## src/rtl/comm_sched_pkg.sv

```systemverilog
// Shared types and default timing constants for the comm channel frame schedulers.
package comm_sched_pkg;

  typedef enum logic [1:0] {
    IDLE      = 2'd0,
    TRANS_GNT = 2'd1,
    TEST_GNT  = 2'd2
  } sched_state_e;

  localparam int FRAME_LEN_DEF  = 256;
  localparam int TRANS_SLOT_DEF = 128;
  localparam int TEST_SLOT_DEF  = 144;
  localparam int WIN_DEF        = 16;

endpackage

```

## src/rtl/frame_counter.sv

```systemverilog
// Free-running wrapping frame position counter with run/hold control and a
// frame_start flag registered alongside the count.
module frame_counter #(
  parameter int FRAME_LEN = 256,
  parameter int CNT_W     = 8
) (
  input  logic             sysclk,
  input  logic             reset,
  input  logic             enable,
  output logic [CNT_W-1:0] frame_cnt,
  output logic             frame_start
);

  logic [CNT_W-1:0] cnt_d, cnt_q;
  logic             start_d, start_q;

  always_comb begin
    cnt_d = cnt_q;
    if (enable) begin
      if (cnt_q == CNT_W'(FRAME_LEN - 1)) cnt_d = '0;
      else                                 cnt_d = cnt_q + CNT_W'(1);
    end
    // flag tracks the value the count is about to take
    start_d = enable && (cnt_d == '0);
  end

  always_ff @(posedge sysclk or negedge reset) begin
    if (!reset) begin
      cnt_q   <= '0;
      start_q <= 1'b0;
    end else begin
      cnt_q   <= cnt_d;
      start_q <= start_d;
    end
  end

  assign frame_cnt   = cnt_q;
  assign frame_start = start_q;

endmodule

```

## src/rtl/frame_slot_sched.sv

```systemverilog
// Grants the shared comm channel to transmit then test at fixed frame slots,
// with done handshake, WIN-cycle forced release and test skip reporting.
//   state     | meaning
//   IDLE      | channel free, waiting for a slot with a pending request
//   TRANS_GNT | channel held by the transmit engine
//   TEST_GNT  | channel held by the test engine
module frame_slot_sched
  import comm_sched_pkg::*;
#(
  parameter int FRAME_LEN  = FRAME_LEN_DEF,
  parameter int CNT_W      = 8,
  parameter int TRANS_SLOT = TRANS_SLOT_DEF,
  parameter int TEST_SLOT  = TEST_SLOT_DEF,
  parameter int WIN        = WIN_DEF
) (
  input  logic             sysclk,
  input  logic             reset,
  input  logic             enable,
  input  logic             trans_req,
  input  logic             test_req,
  input  logic             done,
  output logic             trans_grant,
  output logic             test_grant,
  output logic             frame_start,
  output logic [CNT_W-1:0] frame_cnt,
  output logic             timeout,
  output logic             test_skip
);

  localparam int WIN_W = (WIN > 1) ? $clog2(WIN) : 1;

  sched_state_e     state_d, state_q;
  logic [WIN_W-1:0] win_d, win_q;
  logic             trans_pend_d, trans_pend_q;
  logic             test_pend_d, test_pend_q;
  logic             trans_grant_d, trans_grant_q;
  logic             test_grant_d, test_grant_q;
  logic             timeout_d, timeout_q;
  logic             test_skip_d, test_skip_q;
  logic             trans_hit, test_hit;

  frame_counter #(
    .FRAME_LEN (FRAME_LEN),
    .CNT_W     (CNT_W)
  ) u_frame_counter (
    .sysclk      (sysclk),
    .reset       (reset),
    .enable      (enable),
    .frame_cnt   (frame_cnt),
    .frame_start (frame_start)
  );

  // a request in the slot cycle itself counts, so a 1-cycle pulse there is granted
  assign trans_hit = trans_pend_q || trans_req;
  assign test_hit  = test_pend_q  || test_req;

  always_comb begin
    state_d      = state_q;
    win_d        = '0;
    trans_pend_d = trans_hit;
    test_pend_d  = test_hit;
    timeout_d    = 1'b0;
    test_skip_d  = 1'b0;
    case (state_q)
      IDLE: begin
        if (enable) begin
          if (frame_cnt == CNT_W'(TRANS_SLOT) && trans_hit) begin
            state_d      = TRANS_GNT;
            trans_pend_d = 1'b0;
          end else if (frame_cnt == CNT_W'(TEST_SLOT) && test_hit) begin
            state_d     = TEST_GNT;
            test_pend_d = 1'b0;
          end
        end
      end
      TRANS_GNT, TEST_GNT: begin
        // test keeps its pending flag and retries next frame
        if (state_q == TRANS_GNT && enable && frame_cnt == CNT_W'(TEST_SLOT) && test_hit)
          test_skip_d = 1'b1;
        if (!enable || done) begin
          state_d = IDLE;
        end else if (win_q == WIN_W'(WIN - 1)) begin
          state_d   = IDLE;
          timeout_d = 1'b1;
        end else begin
          win_d = win_q + WIN_W'(1);
        end
      end
      default: state_d = IDLE;
    endcase
    trans_grant_d = (state_d == TRANS_GNT);
    test_grant_d  = (state_d == TEST_GNT);
  end

  always_ff @(posedge sysclk or negedge reset) begin
    if (!reset) begin
      state_q       <= IDLE;
      win_q         <= '0;
      trans_pend_q  <= 1'b0;
      test_pend_q   <= 1'b0;
      trans_grant_q <= 1'b0;
      test_grant_q  <= 1'b0;
      timeout_q     <= 1'b0;
      test_skip_q   <= 1'b0;
    end else begin
      state_q       <= state_d;
      win_q         <= win_d;
      trans_pend_q  <= trans_pend_d;
      test_pend_q   <= test_pend_d;
      trans_grant_q <= trans_grant_d;
      test_grant_q  <= test_grant_d;
      timeout_q     <= timeout_d;
      test_skip_q   <= test_skip_d;
    end
  end

  assign trans_grant = trans_grant_q;
  assign test_grant  = test_grant_q;
  assign timeout     = timeout_q;
  assign test_skip   = test_skip_q;

endmodule

```

## config.mk

```make
export PLATFORM = sky130hd
export DESIGN_NAME = frame_slot_sched
export DESIGN_NICKNAME = d
export VERILOG_FILES = /design/src/rtl/comm_sched_pkg.sv /design/src/rtl/frame_counter.sv /design/src/rtl/frame_slot_sched.sv
export SDC_FILE = /design/constraint.sdc
export NUM_CORES = 1
export LEC_CHECK = 0
export ABC_AREA = 1
export BUFFER_PORTS_ARGS = -buffer_cell sky130_fd_sc_hd__buf_4
export CORE_ASPECT_RATIO = 1.1
export CORE_UTILIZATION = 54
export CTS_BUF_LIST = sky130_fd_sc_hd__clkbuf_4 sky130_fd_sc_hd__clkbuf_8
export DETAILED_ROUTE_END_ITERATION = 8
export PLACE_DENSITY = 0.77
export SETUP_SLACK_MARGIN = 0.4
export SLEW_MARGIN = 20
export SYNTH_ARGS = -nofsm -noshare
export SYNTH_HDL_FRONTEND = slang
export SYNTH_HIERARCHICAL = 1
export SYNTH_SLANG_ARGS = --single-unit
export TNS_END_PERCENT = 30
```

## constraint.sdc

```tcl
create_clock -name sysclk -period 2.7 [get_ports sysclk]
set_input_delay 0.135 -clock sysclk [delete_from_list [all_inputs] [get_ports sysclk]]
set_output_delay 0.135 -clock sysclk [all_outputs]
set_load 0.03 [all_outputs]
```

After elaboration in Yosys (flattened, before gate mapping)
Cells that the tools add are included.
{ "classes": {"n_addsub": 2, "n_eq_ne": 8, "mux": 23, "n_reduce_logical": 13} }
{ "op_table": {"columns": ["op", "count"], "rows": [
  ["$eq A8 B8 Y1 const B", 3],
  ["$mux W8", 2],
  ["$mux W1", 12],
  ["$mux W4", 3],
  ["$mux W2", 5],
  ["$add A8 B1 Y8 const B", 1],
  ["$logic_not A8 Y1", 1],
  ["$logic_and A1 B1 Y1", 6],
  ["$add A4 B1 Y4 const B", 1],
  ["$eq A2 B1 Y1 const B", 2],
  ["$eq A2 B2 Y1 const B", 2],
  ["$eq A4 B4 Y1 const B", 1],
  ["$pmux W2 S2", 1],
  ["$logic_or A1 B1 Y1", 3],
  ["$logic_not A2 Y1", 1],
  ["$reduce_or A2 Y1", 1],
  ["$logic_not A1 Y1", 1]
]} }
{ "word_totals": {"ff_bits": 21, "inputBits": 6, "out_inout_bits": 13, "wordCells": 56} }

Depth between registers and ports, before layout
{ "logic_depth": {"ltp_word": 7, "ltp_mapped": 10, "mapped_depth_nobuf": 10} }

Cells and area by module
The synthesis kept the hierarchy.
{ "by_module_without_submodules": {"columns": ["module", "n_inst", "cells_per_inst", "area_per_inst_um2", "seq_area_each_um2"], "rows": [
  ["frame_slot_sched", 1, 79, 668.1, 300.3],
  ["frame_counter", 1, 74, 518.0, 225.2]
]} }

Least setup slack after synthesis
OpenSTA, ideal clock, no wires.
{ "synth_timing": {"kind": "register -> register", "startpoint": "register u_frame_counter.cnt_q[0], in the netlist u_frame_counter/frame_cnt[0]", "endpoint": "register u_frame_counter.start_q, in the netlist u_frame_counter/frame_start", "setup_time_ns": 0.071, "arrival_time_ns": 1.409, "required_time_ns": 2.629, "setup_slack_ns": 1.219, "stages_incl_launch_ff": 8, "n_path_buf": 0, "synth_period_minus_slack_ns": 1.481, "path_cell_list": "dfrtp_1 ha_1 nand2_1 nor2_2 nand3_1 a21oi_1 nand3_1 nor2_1"} }
{ "synth_via": {"elab_chain_len": 5, "word_cells_on_any_way": 6, "classes_between": "1 x add/sub; 1 x eq/ne; 2 x mux; 2 x reduce/logical"} }
{ "synth_lines": {"columns": ["item", "line_no", "source"], "rows": [
  ["from (decl)", "frame_counter.sv:14", "logic [CNT_W-1:0] cnt_d, cnt_q;"],
  ["from (signal assigned)", "frame_counter.sv:32", "cnt_q <= cnt_d;"],
  ["$add A8 B1 Y8 / $eq A8 B8 Y1 (equally long branches)", "frame_counter.sv:21, frame_counter.sv:20", null],
  ["$mux W8", "frame_counter.sv:20", "if (cnt_q == CNT_W'(FRAME_LEN - 1)) cnt_d = '0;"],
  ["$mux W8 (*)", "frame_counter.sv:19", "if (enable) begin"],
  ["$logic_not A8 Y1 (*)", "frame_counter.sv:24", "start_d = enable && (cnt_d == '0);"],
  ["$logic_and A1 B1 Y1 (*)", "frame_counter.sv:24", null],
  ["net u_frame_counter.start_d", "frame_counter.sv:15", "logic start_d, start_q;"],
  ["to (signal assigned)", "frame_counter.sv:33", "start_q <= start_d;"],
  ["to (decl)", "frame_counter.sv:15", null]
]} }
The timed path passes the listed nets; every way through them passes the cells marked *.

Worst setup path in the final report
Ends and elaborated chain as after synthesis.

==> results.md <==
* Bufs on Longest Clock Path at 2
* Most frequent cell after synthesis: nand2_1
* Top FF cell, synth: dfrtp_1
* Mapped Cells at roughly 150
* Max Fanout on Critical Path at 7
* Pwr Density at 832.3 mW/mm^2
* Clock Pin Slew Worst Setup and Hold Paths at 0.12 ns
* Layout Skew at roughly 0.003 ns
* DIE HEIGHT at between 50 and 60 um
* Hold Fails Final Rpt at 0
* Synth Register Bits at 21
* Slew margin rel. at ~80%
* Vias per Instance at 4.838
* Synth-to-layout area growth at 17.51%
* Min-delay worst type: input port to flip-flop
* Maximum clock frequency at 650.7 MHz
* Site Rows at 17
* Remaining antenna violation count at 0
* Slew Viols, Final at 0
* Worst-Margin Slew at 0.2950 ns
* I/O Buffers at 18
* GRT Total Usage at about 22%
* Final setup violation count at 0
* Via count at between 900 and 1000
* Chip width at about 47 um
* Crit path arrival time at 1.78 ns
* Synth Area in XOR/XNOR at 0.7384%
* Worst vdd ir at about 0.6 mV
* EDFF count, synth at 0
* Post-synthesis compound-gate area fraction at 2.848%
* H-tree depth at 1
* Gr ovfl total at 0
* Antenna violations before repair at 0
* Synthesized net count at 164
* Top cells by area, synth: dfrtp_1 44%, nand2_1 11%, inv_1 9.2%, nor2_1 5.7%, ha_1 5.3%
* I/O Pins at 19
* Distinct cell type count after synthesis at 21
* Fin area at 0.001394 sq mm
* Mux cell area share after synthesis at 0%
* Root Buffer: clkbuf_4
* Area share of the largest cell type after synthesis at 44.30%
* Critical Path End Type: flip-flop
* First-pass GRT wire length at 3.739 mm
* Synth Cell Area at 0.001186 sq mm
* DRT Wirelength at about 2.3 mm
* Post-CTS Setup Inserts at 0
* Critical path required time at between 2 and 3 ns
* Worst Hold Slack at 0.09117 ns
* Crit path time final at 1.537 ns
* Largest net degree at the start of global routing at 22
* Status: finished, final reports clean
* N_diodes at 0
* CP Launch Type: flip-flop
* Initial drt markers at 22
* CTS tree: built
* Die footprint at ~0.0024 sq mm
* Sink Count at 21
* Clock Latency Late Sink at 0.31 ns
* Seq/Total Area, Yosys at 44.30%
* Syn avg cell area at 7.753 sq um
* Core Region at 0.002042 sq mm
* Static Leakage at 0.0007484 uW
* Routability cong. at 0.8240
* Share of cells above drive strength 1 at 26.14%
* Crit share post-route at 56.91%
* Simple logic cell fraction of the synthesized area at 37.03%
* Leading area contributor after synthesis: dfrtp_1
* Asr flop ratio synth at 100.0%
* Synthesized-area fraction occupied by adder cells at 5.274%
* CTS Buf Count at 3
* Hpwl dp at approximately 1.8 mm
* Synth top cells by count: 36 x nand2_1, 29 x inv_1, 21 x dfrtp_1
* Drt pass-1 iters at 4
* Initial Utilization at 58.09%
* Synth warn at 6
* Wire length per cell at 11.48 um
* Setup CP Type: flip-flop to flip-flop
* Vias in the first global route at 892
* Final net count at 188
* RSZ-0062 raised after global routing: no
* Setup tns final at 0 ns
* Placed Area at 0.001356 sq mm
* Max-Cap Viols at 0
* Main combinational cell family by area after synthesis: simple AND/OR/NAND/NOR gates
* DRC Markers at 0
[registers in the layout, indices dropped and copies added, names as in the netlist]
register                     count
test_grant                       1
u_frame_counter/frame_start      1
trans_grant                      1
trans_pend_q                     1
u_frame_counter/frame_cnt        8
test_skip                        1
win_q                            4
test_pend_q                      1
state_q                          2
timeout                          1
[power breakdown]
| group | switching (uW) | leakage (uW) | internal (uW) |
|---|---|---|---|
| Clock | 102 | 0.0000177 | 55.4 |
| Combinational | 346 | 0.000470 | 182 |
| Sequential | 97.7 | 0.000261 | 377 |
[layer usage]
metal  global-route usage, %  wire (um)  vias up
li1                        -          -      508
met1                   31.51       1151      449
met2                   32.87       1068       23
met3                   3.180         73        7
met4                   10.48         48        0
met5                       0          0        -
[cells by family after synthesis]
kind of cell	Yosys count
compound gates	5
xor+xnor	1
fa+ha+maj	5
buf+inv	31
flops	21
simple gates	90
[path summary, 6_finish.rpt]
| kind | start | end | slack (ns) | cells past startpoint |
|---|---|---|---|---|
| worst min-delay path | done | win_q[1]$_DFF_PN0_ | 0.09 | 4 |
| worst max register to register | u_frame_counter/frame_cnt[0]$_DFF_PN0_ | u_frame_counter/frame_start$_DFF_PN0_ | 1.16 | 9 |
| max in group asynchronous | reset | test_skip$_DFF_PN0_ | 2.25 | 2 |
| min in group asynchronous | reset | u_frame_counter/frame_cnt[1]$_DFF_PN0_ | 0.23 | 2 |
| worst min register to register | win_q[0]$_DFF_PN0_ | win_q[0]$_DFF_PN0_ | 0.47 | 1 |
| worst max-delay path | u_frame_counter/frame_cnt[0]$_DFF_PN0_ | u_frame_counter/frame_start$_DFF_PN0_ | 1.16 | 9 |
[metrics by stage]
stage	instances	utilization, %	total power (uW)	setup slack (ns)
floorplan	153	-	825.1	1.219
global placement	199	66.42	987.4	1.258
detailed placement	199	66.42	1001	1.183
CTS	204	68.26	1161	1.157
global route	204	68.26	1238	1.046
finish	204	68.26	1160	1.163
[layout make-up]
type | instances | area, sq um
repair buffers | 19 | 145.1
fillers | 176 | 648.1
inverters | 31 | 116.4
clock buffers | 3 | 22.52
clock inverters | 1 | 5.005
flip-flops and latches | 21 | 525.5
well taps | 28 | 35.03
multi-input cells | 101 | 544.3
[repair_timing]
action | 4_1_cts | 5_1_grt
hold buffers | 1 | 0
hold endpoints to repair | 21 | 0
gates resized for setup | 0 | 0
[worst max-delay path, cell delays in order, from the launching register on]
cell	delay [ns]
dfrtp_1	0.49
ha_1	0.20
nand2_1	0.10
nor2_2	0.14
nand2_1	0.06
nand2_1	0.08
nand3_1	0.11
nor2_2	0.11
nand2_1	0.06
nor2_1	0.11
[cells in the final DEF, fill, tap and decap left out, types with 2 or more instances in the layout]
cell type / instances
nor2_2: 7
nand2_1: 36
nor2_1: 18
clkbuf_4: 3
ha_1: 5
inv_2: 2
dfrtp_1: 21
buf_4: 18
a21oi_1: 2
inv_1: 29
nand3_1: 12
nor2_4: 3
nand2_2: 8
(Power assumes the default switching activity.)
